[src/rtl/buzzer_music_player.sv]
// Song sequencer and square-wave tone generator for the piezo buzzer.
// Steps through a 4-song note ROM and reports the active half-period divider on music_tune.
module buzzer_music_player #(
   parameter int CLK_FREQ_HZ = 50_000_000,
   parameter int TEMPO_TICKS = 6_250_000,
   parameter int NOTE_GAP    = 500_000,
   parameter int SONG_LEN    = 32
) (
   input  logic        HCLK,
   input  logic        HRESETn,
   input  logic [1:0]  music_select,
   input  logic        music_start,
   output logic [19:0] music_tune,
   output logic        music_busy,
   output logic        buzzer
);

   localparam int DUR_W = $clog2(8 * TEMPO_TICKS + 1);
   localparam int GAP_W = (NOTE_GAP < 2) ? 1 : $clog2(NOTE_GAP + 1);
   localparam int IDX_W = (SONG_LEN < 2) ? 1 : $clog2(SONG_LEN);

   localparam logic [4:0] CODE_END = 5'd31;

   typedef enum logic [1:0] {
      ST_IDLE,
      ST_LOAD,
      ST_PLAY,
      ST_GAP
   } state_t;

   // Equal-tempered note frequencies in millihertz, code 1 = C4 .. code 30 = F6.
   function automatic longint note_mhz(input int code);
      case (code)
         1:  return 64'd261626;
         2:  return 64'd277183;
         3:  return 64'd293665;
         4:  return 64'd311127;
         5:  return 64'd329628;
         6:  return 64'd349228;
         7:  return 64'd369994;
         8:  return 64'd391995;
         9:  return 64'd415305;
         10: return 64'd440000;
         11: return 64'd466164;
         12: return 64'd493883;
         13: return 64'd523251;
         14: return 64'd554365;
         15: return 64'd587330;
         16: return 64'd622254;
         17: return 64'd659255;
         18: return 64'd698456;
         19: return 64'd739989;
         20: return 64'd783991;
         21: return 64'd830609;
         22: return 64'd880000;
         23: return 64'd932328;
         24: return 64'd987767;
         25: return 64'd1046502;
         26: return 64'd1108731;
         27: return 64'd1174659;
         28: return 64'd1244508;
         29: return 64'd1318510;
         30: return 64'd1396913;
         default: return 64'd0;
      endcase
   endfunction

   // Rounded half period: CLK/(2f) with f in mHz.
   function automatic longint note_div(input int code);
      longint f;
      f = note_mhz(code);
      if (f == 64'd0) begin
         return 64'd0;
      end
      return (longint'(CLK_FREQ_HZ) * 64'd1000 + f) / (64'd2 * f);
   endfunction

   logic [19:0] div_table [32];

   genvar gi;
   generate
      for (gi = 0; gi < 32; gi++) begin : g_div
         localparam logic [19:0] DIV_VAL = 20'(note_div(gi));
         assign div_table[gi] = DIV_VAL;
      end
   endgenerate

   state_t            state_q, state_d;
   logic [1:0]        song_q, song_d;
   logic [IDX_W-1:0]  index_q, index_d;
   logic [19:0]       tune_q, tune_d;
   logic [19:0]       tone_cnt_q, tone_cnt_d;
   logic              buzzer_q, buzzer_d;
   logic              busy_q, busy_d;
   logic [DUR_W-1:0]  dur_cnt_q, dur_cnt_d;
   logic [GAP_W-1:0]  gap_cnt_q, gap_cnt_d;
   logic              start_q, start_d;

   logic              rise;
   int                rom_idx;
   logic [7:0]        rom_entry;
   logic [4:0]        note_code;
   logic [2:0]        note_dur;
   logic [3:0]        note_units;
   logic              note_end;
   logic [DUR_W-1:0]  dur_load;

   assign rise    = music_start & ~start_q;
   assign rom_idx = int'(index_q);

   // Note ROM: entry = {code, dur}; anything past the written entries reads as END.
   always_comb begin
      rom_entry = {CODE_END, 3'd0};
      case (song_q)
         2'd0: begin
            case (rom_idx)
               0:  rom_entry = {5'd13, 3'd2};
               1:  rom_entry = {5'd17, 3'd1};
               2:  rom_entry = {5'd20, 3'd1};
               3:  rom_entry = {5'd25, 3'd2};
               4:  rom_entry = {5'd0,  3'd1};
               5:  rom_entry = {5'd20, 3'd1};
               6:  rom_entry = {5'd25, 3'd4};
               7:  rom_entry = {5'd0,  3'd2};
               8:  rom_entry = {5'd15, 3'd1};
               9:  rom_entry = {5'd18, 3'd1};
               10: rom_entry = {5'd22, 3'd1};
               11: rom_entry = {5'd27, 3'd2};
               12: rom_entry = {5'd22, 3'd1};
               13: rom_entry = {5'd27, 3'd4};
               14: rom_entry = {5'd0,  3'd2};
               15: rom_entry = {5'd17, 3'd1};
               16: rom_entry = {5'd20, 3'd1};
               17: rom_entry = {5'd24, 3'd1};
               18: rom_entry = {5'd29, 3'd2};
               19: rom_entry = {5'd24, 3'd1};
               20: rom_entry = {5'd29, 3'd0};
               default: rom_entry = {CODE_END, 3'd0};
            endcase
         end
         2'd1: begin
            case (rom_idx)
               0: rom_entry = {5'd24, 3'd1};
               1: rom_entry = {5'd29, 3'd3};
               2: rom_entry = {5'd0,  3'd1};
               3: rom_entry = {5'd24, 3'd1};
               4: rom_entry = {5'd29, 3'd3};
               default: rom_entry = {CODE_END, 3'd0};
            endcase
         end
         2'd2: begin
            case (rom_idx)
               0:  rom_entry = {5'd20, 3'd2};
               1:  rom_entry = {5'd0,  3'd1};
               2:  rom_entry = {5'd15, 3'd2};
               3:  rom_entry = {5'd0,  3'd1};
               4:  rom_entry = {5'd13, 3'd4};
               5:  rom_entry = {5'd11, 3'd2};
               6:  rom_entry = {5'd9,  3'd2};
               7:  rom_entry = {5'd8,  3'd2};
               8:  rom_entry = {5'd6,  3'd2};
               9:  rom_entry = {5'd1,  3'd0};
               default: rom_entry = {CODE_END, 3'd0};
            endcase
         end
         default: begin
            case (rom_idx)
               0: rom_entry = {5'd10, 3'd1};
               1: rom_entry = {5'd0,  3'd1};
               2: rom_entry = {5'd22, 3'd2};
               default: rom_entry = {CODE_END, 3'd0};
            endcase
         end
      endcase
   end

   assign note_code  = rom_entry[7:3];
   assign note_dur   = rom_entry[2:0];
   assign note_units = (note_dur == 3'd0) ? 4'd8 : {1'b0, note_dur};
   assign note_end   = (note_code == CODE_END) || (index_q == IDX_W'(SONG_LEN - 1));
   assign dur_load   = DUR_W'(note_units) * DUR_W'(TEMPO_TICKS) - DUR_W'(NOTE_GAP);

   always_comb begin
      state_d    = state_q;
      song_d     = song_q;
      index_d    = index_q;
      tune_d     = tune_q;
      tone_cnt_d = tone_cnt_q;
      buzzer_d   = buzzer_q;
      dur_cnt_d  = dur_cnt_q;
      gap_cnt_d  = gap_cnt_q;
      start_d    = music_start;

      if (state_q == ST_IDLE) begin
         if (rise) begin
            song_d  = music_select;
            index_d = '0;
            state_d = ST_LOAD;
         end
      end else if (!music_start) begin
         // Stop overrides every other transition.
         state_d    = ST_IDLE;
         tune_d     = '0;
         buzzer_d   = 1'b0;
         tone_cnt_d = '0;
         index_d    = '0;
      end else if (rise) begin
         song_d     = music_select;
         index_d    = '0;
         state_d    = ST_LOAD;
         tune_d     = '0;
         buzzer_d   = 1'b0;
         tone_cnt_d = '0;
      end else begin
         case (state_q)
            ST_LOAD: begin
               if (note_end) begin
                  index_d = '0;
                  // An empty song would otherwise spin in LOAD forever.
                  if (index_q == '0) begin
                     state_d = ST_IDLE;
                  end
               end else begin
                  tune_d     = div_table[note_code];
                  tone_cnt_d = '0;
                  buzzer_d   = 1'b0;
                  dur_cnt_d  = dur_load;
                  state_d    = ST_PLAY;
               end
            end
            ST_PLAY: begin
               if (tune_q != '0) begin
                  if (tone_cnt_q >= tune_q - 20'd1) begin
                     tone_cnt_d = '0;
                     buzzer_d   = ~buzzer_q;
                  end else begin
                     tone_cnt_d = tone_cnt_q + 20'd1;
                  end
               end
               if (dur_cnt_q <= DUR_W'(1)) begin
                  tune_d     = '0;
                  buzzer_d   = 1'b0;
                  tone_cnt_d = '0;
                  gap_cnt_d  = GAP_W'(NOTE_GAP);
                  state_d    = ST_GAP;
               end else begin
                  dur_cnt_d = dur_cnt_q - DUR_W'(1);
               end
            end
            ST_GAP: begin
               if (gap_cnt_q <= GAP_W'(1)) begin
                  index_d = index_q + IDX_W'(1);
                  state_d = ST_LOAD;
               end else begin
                  gap_cnt_d = gap_cnt_q - GAP_W'(1);
               end
            end
            default: state_d = ST_IDLE;
         endcase
      end

      busy_d = (state_d != ST_IDLE);
   end

   always_ff @(posedge HCLK or negedge HRESETn) begin
      if (!HRESETn) begin
         state_q    <= ST_IDLE;
         song_q     <= '0;
         index_q    <= '0;
         tune_q     <= '0;
         tone_cnt_q <= '0;
         buzzer_q   <= 1'b0;
         busy_q     <= 1'b0;
         dur_cnt_q  <= '0;
         gap_cnt_q  <= '0;
         start_q    <= 1'b0;
      end else begin
         state_q    <= state_d;
         song_q     <= song_d;
         index_q    <= index_d;
         tune_q     <= tune_d;
         tone_cnt_q <= tone_cnt_d;
         buzzer_q   <= buzzer_d;
         busy_q     <= busy_d;
         dur_cnt_q  <= dur_cnt_d;
         gap_cnt_q  <= gap_cnt_d;
         start_q    <= start_d;
      end
   end

   assign music_tune = tune_q;
   assign music_busy = busy_q;
   assign buzzer     = buzzer_q;

endmodule
[config.mk]
export PLATFORM = sky130hd
export DESIGN_NAME = buzzer_music_player
export DESIGN_NICKNAME = d
export VERILOG_FILES = /design/src/rtl/buzzer_music_player.sv
export SDC_FILE = /design/constraint.sdc
export NUM_CORES = 1
export LEC_CHECK = 0
export ABC_CLOCK_PERIOD_IN_PS = 13400
export CELL_PAD_IN_SITES_DETAIL_PLACEMENT = 2
export CELL_PAD_IN_SITES_GLOBAL_PLACEMENT = 2
export CORE_UTILIZATION = 30
export CTS_CLUSTER_SIZE = 24
export DETAILED_ROUTE_END_ITERATION = 7
export PLACE_DENSITY_LB_ADDON = 0.1
export SETUP_SLACK_MARGIN = 0.1
export SKIP_CTS_REPAIR_TIMING = 1
export SLEW_MARGIN = 0
export SYNTH_ARGS = -nofsm -noshare
export SYNTH_HDL_FRONTEND = slang
export SYNTH_SLANG_ARGS = --single-unit
[constraint.sdc]
create_clock -name HCLK -period 13.4 [get_ports HCLK]
set_input_delay 2.68 -clock HCLK [delete_from_list [all_inputs] [get_ports HCLK]]
set_output_delay 2.68 -clock HCLK [all_outputs]
set_load 0.03 [all_outputs]
---- Word level (Yosys, flattened, before mapping) ----
Memories as Yosys holds them, arrays and structs flattened.
Cells that the tools add are included.
word-level totals
  memories ................................ 3
  memory bits (read-only) ................. 1024
  input bits .............................. 5
  output and inout port bits .............. 22
  logic and storage cells ................. 125
  register bits after elaboration ......... 97
cells by class
  reductions and logical operators ........ 20
  multiplexer cells ....................... 51
  bitwise logic cells ..................... 6
  add/subtract/negate cells ............... 6
  magnitude comparators ................... 4
  multipliers ............................. 1
  equality and inequality tests ........... 24
memory list
  name             words  width  read ports  clocked after memory_dff  wr ports  RTL line  text
  (no name shown)  32     20     1           0                         0         224       tune_d = div_table[note_code];
  (no name shown)  32     8      1           0                         0         116       case (rom_idx)
  (no name shown)  16     8      1           0                         0         152       case (rom_idx)
operators by type and width
  operator                                                                            number
  20-bit 2-to-1 mux                                                                   12
  20-bit one-hot mux with 2 select lines                                              2
  8-bit one-hot mux with 3 select lines                                               3
  26-bit 2-to-1 mux                                                                   2
  26-bit one-hot mux with 2 select lines                                              1
  19-bit 2-to-1 mux                                                                   2
  19-bit one-hot mux with 2 select lines                                              1
  32-bit zero test                                                                    1
  5-bit 2-to-1 mux                                                                    6
  28-bit zero test                                                                    1
  26-bit by 1-bit less-or-equal comparator with 1-bit output (second input constant)  1
  26-bit by 1-bit subtractor with 26-bit output (second input constant)               1
  26-bit by 19-bit subtractor with 26-bit output (second input constant)              1
  4-bit by 19-bit multiplier with 22-bit output (second input constant)               1
  2-bit 2-to-1 mux                                                                    11
  20-bit by 1-bit adder with 20-bit output (second input constant)                    1
  20-bit >= comparator                                                                1
  20-bit nonzero test                                                                 1
  20-bit by 1-bit subtractor with 20-bit output (second input constant)               1
  19-bit by 1-bit less-or-equal comparator with 1-bit output (second input constant)  1
  19-bit by 1-bit subtractor with 19-bit output (second input constant)               1
  4-bit inequality test (second input constant)                                       4
  4-bit AND reduction                                                                 3
  6-bit AND reduction                                                                 2
  other kinds (27)                                                                    51

---- Longest topological paths before layout ----
  depth in word-level cells ............... 12
  gate-level depth with buffers ........... 22
  gate-level depth less buffers ........... 21

---- Worst setup path after synthesis ----
Ideal clock, no wire load.
  path type ............................... register to register
  from .................................... register index_q[1]
  to ...................................... register dur_cnt_q[25]
  setup time .............................. 130 ps
  period minus slack after synthesis ...... 5463 ps
  data required time ...................... 13270 ps
  arrival ................................. 5333 ps
  path buffers ............................ 2
  cell stages (with the launch flop) ...... 23
  setup slack ............................. 7937 ps
  path through ............................ dfrtp_1 > clkbuf_1 > inv_1 > ha_1 > clkbuf_1 > or4_1 > a31o_2 > a32o_1 > nor2_1 > nor3_1 > nor2_1 > inv_1 > fa_1 > inv_1 > ha_1 > or2_2 > a21oi_1 > xnor2_1 > o2111ai_1 > nor3b_1 > nor2b_1 > xnor2_1 > o21ai_0
between the ends
  longest elaborated chain between the ends .. 10
  elaborated cells between the ends (all ways) .. 24
  classes of those cells .................. add/sub (1); mul (1); eq/ne (7); mux (7); reduce/logical (6); memory (2)
ends and longest elaborated chain
  what                                            RTL line  text
  from (decl)                                     90        logic [IDX_W-1:0] index_q, index_d;
  from (signal assigned)                          280       index_q <= index_d;
  32-bit zero test, or another cell as far along  142, 167
  2-bit OR reduction (no line)                    -
  8-bit one-hot mux with 3 select lines           142       case (rom_idx)
  8-bit one-hot mux with 3 select lines           114       case (song_q)
  3-bit zero test                                 179       assign note_units = (note_dur == 3'd0) ? 4'd8 : {1'b0, note_dur};
  4-bit 2-to-1 mux                                179
  4-bit by 19-bit multiplier with 22-bit output   181       assign dur_load = DUR_W'(note_units) * DUR_W'(TEMPO_TICKS) - DUR_W'(NOTE_GAP);
  26-bit by 19-bit subtractor with 26-bit output  181
  26-bit 2-to-1 mux                               217       if (note_end) begin
  26-bit one-hot mux with 2 select lines          215       case (state_q)
  to (signal assigned)                            285       dur_cnt_q <= dur_cnt_d;
  to (decl)                                       95        logic [DUR_W-1:0] dur_cnt_q, dur_cnt_d;
Parallel ways exist; a longest one is shown, timed or not. The select of a mux whose other input is x is not followed.
A chain may end at the register's enable or synchronous reset.

---- Worst setup path after layout ----
  from .................................... register index_q[0]
  to ...................................... register dur_cnt_q[25]
The elaborated chain is that of the path after synthesis.

==> results.md <==
* Synth Flop Type: dfrtp_1
* DRC Markers at 0
* P_int at 956 uW
* FMAX at 0.165 GHz
* RSZ-0062 raised after global routing: false
* Core Footprint at 0.0273 mm^2
* Hold EP: tone_cnt_q[19]
* # diodes at 0
* Top cells by count, synth: 101 x nor2_1, 94 x dfrtp_1, 88 x nand2_1, 88 x o21ai_0, 67 x ha_1
* CTS tree: yes
* CP most frequent cell: inv_1
* Nets at 1,114
* Synth area leaders: dfrtp_1 28%, ha_1 9.9%, o21ai_0 5.2%, nor2_1 4.5%, nand2_1 3.9%
* Chip Height at 170 um
* First-pass GRT wire length at 46,200 um
* Worst-path clk slew at 0.08 ns
* Clk sinks at 94
* Via density at 5.58
* Critical path arrival at 6.29 ns
* Total power at 1.88 mW
* Reg2reg start: index_q[0]
* Max incr delay on CP at 0.56 ns
* EDFF count, synth at 0
* Die X at 170 um
* Final GP Congestion at 0.781
* Area growth from synthesis to layout at 10.5%
* Startpoint types: flop
* Min-Delay Startpoint: tone_cnt_q[19]
* Hold Path Stages at 1
* Final setup fails at 0
* DR vias at 7,887
* Gate power share at 60.4%
* WP data required at 13.63 ns
* Ratio of cells with drive above 1 in the final layout at 6.15%
* Aggregate global routing overflow at 0
* Count of cell types in the netlist at 80
* Cell taking the most area after synthesis: dfrtp_1
* Crit path time final at 6.07 ns
* Clock buffer depth at 2
* Final period utilization at 45.3%
* Final hold violation count at 0
* Psw at 919 uW
* Rel. slew slack at 30.8%
* Routed length per placed instance at 19.8 um
* Pre-CTS WS at 7.30 ns
* Slowest-stage cell, CP: or4_1
* Pins Over Slew Limit at 0
* Initial Util at 30.9%
* DP HPWL at 20,600 um
* Ys async rst share at 100%
* Number of global-route vias before repair at 8,142
* CTS root buf: clkbuf_16
* Sequential power share at 24.9%
* Post-route setup slack at 7.33 ns
* FF-to-FF End: dur_cnt_q[25]
* CTS buffer count at 9
* FP Rows at 60
* Mapped cell area at 0.00843 mm^2
* Cells after synthesis at 1,047
* Flop2flop setup slack at 7.33 ns
* Post-DRT Antenna Nets at 0
* Die area at 0.0288 mm^2
* Htree depth at 3
* Top-count cell post-synth: nor2_1
* Max VDD drop at 69.0 uV
* Total track usage at 20.1%
* IO Port Bufs at 23
* Warnings from Yosys at 0
* Final WL at 27,900 um
* Design Area, Final at 0.00931 mm^2
* Initial antenna violation count at 0
* Clk network pwr share at 14.7%
* CP Class: flop to flop
* LEAKAGE at 3.95 nW
* Crit end category: flop
* Critical path peak fanout at 13
* Register area share after synthesis at 27.9%
* First-pass iteration count of the detailed router at 4
* MaxCap Viol Count at 0
* Hold crit path type: flop to flop
* Status: completed
* FF-to-FF path depth at 20
* Share of the synthesized area in the top cell type at 27.9%
* Yosys reg bits at 94
* P per Cell Area at 201 mW/mm^2
* Largest net degree at the start of global routing at 62
* CP cell instances: inv_1, ha_1, or4_1, a31o_2, a32o_1, nor2_1, nor3_1, nor2_1, inv_1, fa_1, inv_1, ha_1, or2_2, a21oi_1, xnor2_1, o2111ai_1, nor3b_1, nor2b_1, xnor2_1, o21ai_0
* Mean Syn Cell Area at 8.05 um^2
* Clk_skew at 0.0170 ns
* TNS Setup at 0 ns
* Worst slew pin tran at 1.03 ns
* Placed cell area at 0.00900 mm^2
* Iter 0 DRT Violations at 417
* Worst-Skew Late Latency at 0.36 ns
* Sw frac at 49.0%
* I/O pin total at 27
==> power by group through the flow <==
stage                     combinational [mW]  clock [mW]  sequential [mW]
after global routing                    1.28       0.296            0.482
final                                   1.13       0.275            0.467
after global placement                  1.12           0            0.470
after detailed placement                1.15           0            0.473
after floorplan                        0.786           0            0.482
after CTS                               1.15       0.288            0.468
==> critical path, delay by kind of cell, from the launching register on <==
kind	cells	cell delay (ns)
AND/OR/NAND/NOR	7	2.46
adder cells (fa/ha/maj)	3	1.34
AO/OA/AOI/OAI	5	0.90
flip-flops	1	0.53
buffers and inverters	3	0.42
XOR/XNOR	2	0.27
==> cell families (layout without fill, tap and decap cells) <==
| kind of cell | Yosys count | after routing | share of synthesized area [%] |
|---|---|---|---|
| adder cells (fa/ha/maj) | 73 | 73 | 11.4 |
| AND/OR/NAND/NOR | 377 | 377 | 22.6 |
| flip-flops | 94 | 94 | 27.9 |
| buffers and inverters | 117 | 108 | 5.46 |
| XOR/XNOR | 43 | 43 | 4.47 |
| multiplexers | 12 | 12 | 1.68 |
| AO/OA/AOI/OAI | 330 | 330 | 26.5 |
| other | 1 | 4 | 0.0445 |
==> flip-flops by register name (all words and copies together), names as in the netlist <==
| register | flops |
|---|---|
| state_q | 2 |
| buzzer | 1 |
| start_q | 1 |
| song_q | 2 |
| index_q | 5 |
| music_tune | 17 |
| tone_cnt_q | 20 |
| gap_cnt_q | 19 |
| music_busy | 1 |
| dur_cnt_q | 26 |
==> how the worst max path moves through the flow <==
stage | endpoint | startpoint | cells past startpoint
2_1_floorplan | dur_cnt_q[25] | index_q[1] | 22
3_3_place_gp | dur_cnt_q[25] | index_q[0] | 20
3_5_place_dp | dur_cnt_q[25] | index_q[0] | 20
4_1_cts | dur_cnt_q[25] | index_q[0] | 20
5_1_grt | dur_cnt_q[25] | index_q[0] | 20
6_report | dur_cnt_q[25] | index_q[0] | 20
==> cells in the final DEF, fill, tap and decap left out, drive strengths merged, types with 14 or more instances in the layout <==
master	n
a31oi	19
xor2	14
xnor2	29
nor4	16
o21ai	90
nor3	33
nor2	102
dfrtp	94
ha	67
inv	53
nand2	88
or3	18
o31ai	19
nand3	22
clkdlybuf4s50	22
buf	16
o22ai	14
nand2b	25
a21oi	59
==> metal layers <==
layer,wire (um),vias up,global-route usage [%]
met4,332,0,4.50
met5,0,-,0
li1,-,3830,-
met3,317,18,1.42
met2,12400,51,31.2
met1,14900,3988,30.0
==> cell type report <==
| type | instances | area, um^2 |
|---|---|---|
| timing repair buffer | 38 | 340 |
| sequential | 94 | 2350 |
| multi-input combinational | 839 | 5640 |
| clock buffer | 11 | 243 |
| inverter | 54 | 203 |
| tap | 372 | 465 |
| fill | 3162 | 17900 |
| clock inverter | 5 | 66.3 |
==> metrics by stage <==
step	hold WS (ns)	util, %	std cells
6_report	0.519	34.2	1413
5_1_grt	0.538	34.2	1413
4_1_cts	0.517	34.2	1413
3_5_place_dp	0.506	33.0	1397
3_3_place_gp	0.493	33.0	1397
2_1_floorplan	0.451	-	1050
No activity file was read; power rests on OpenSTA's default activity.
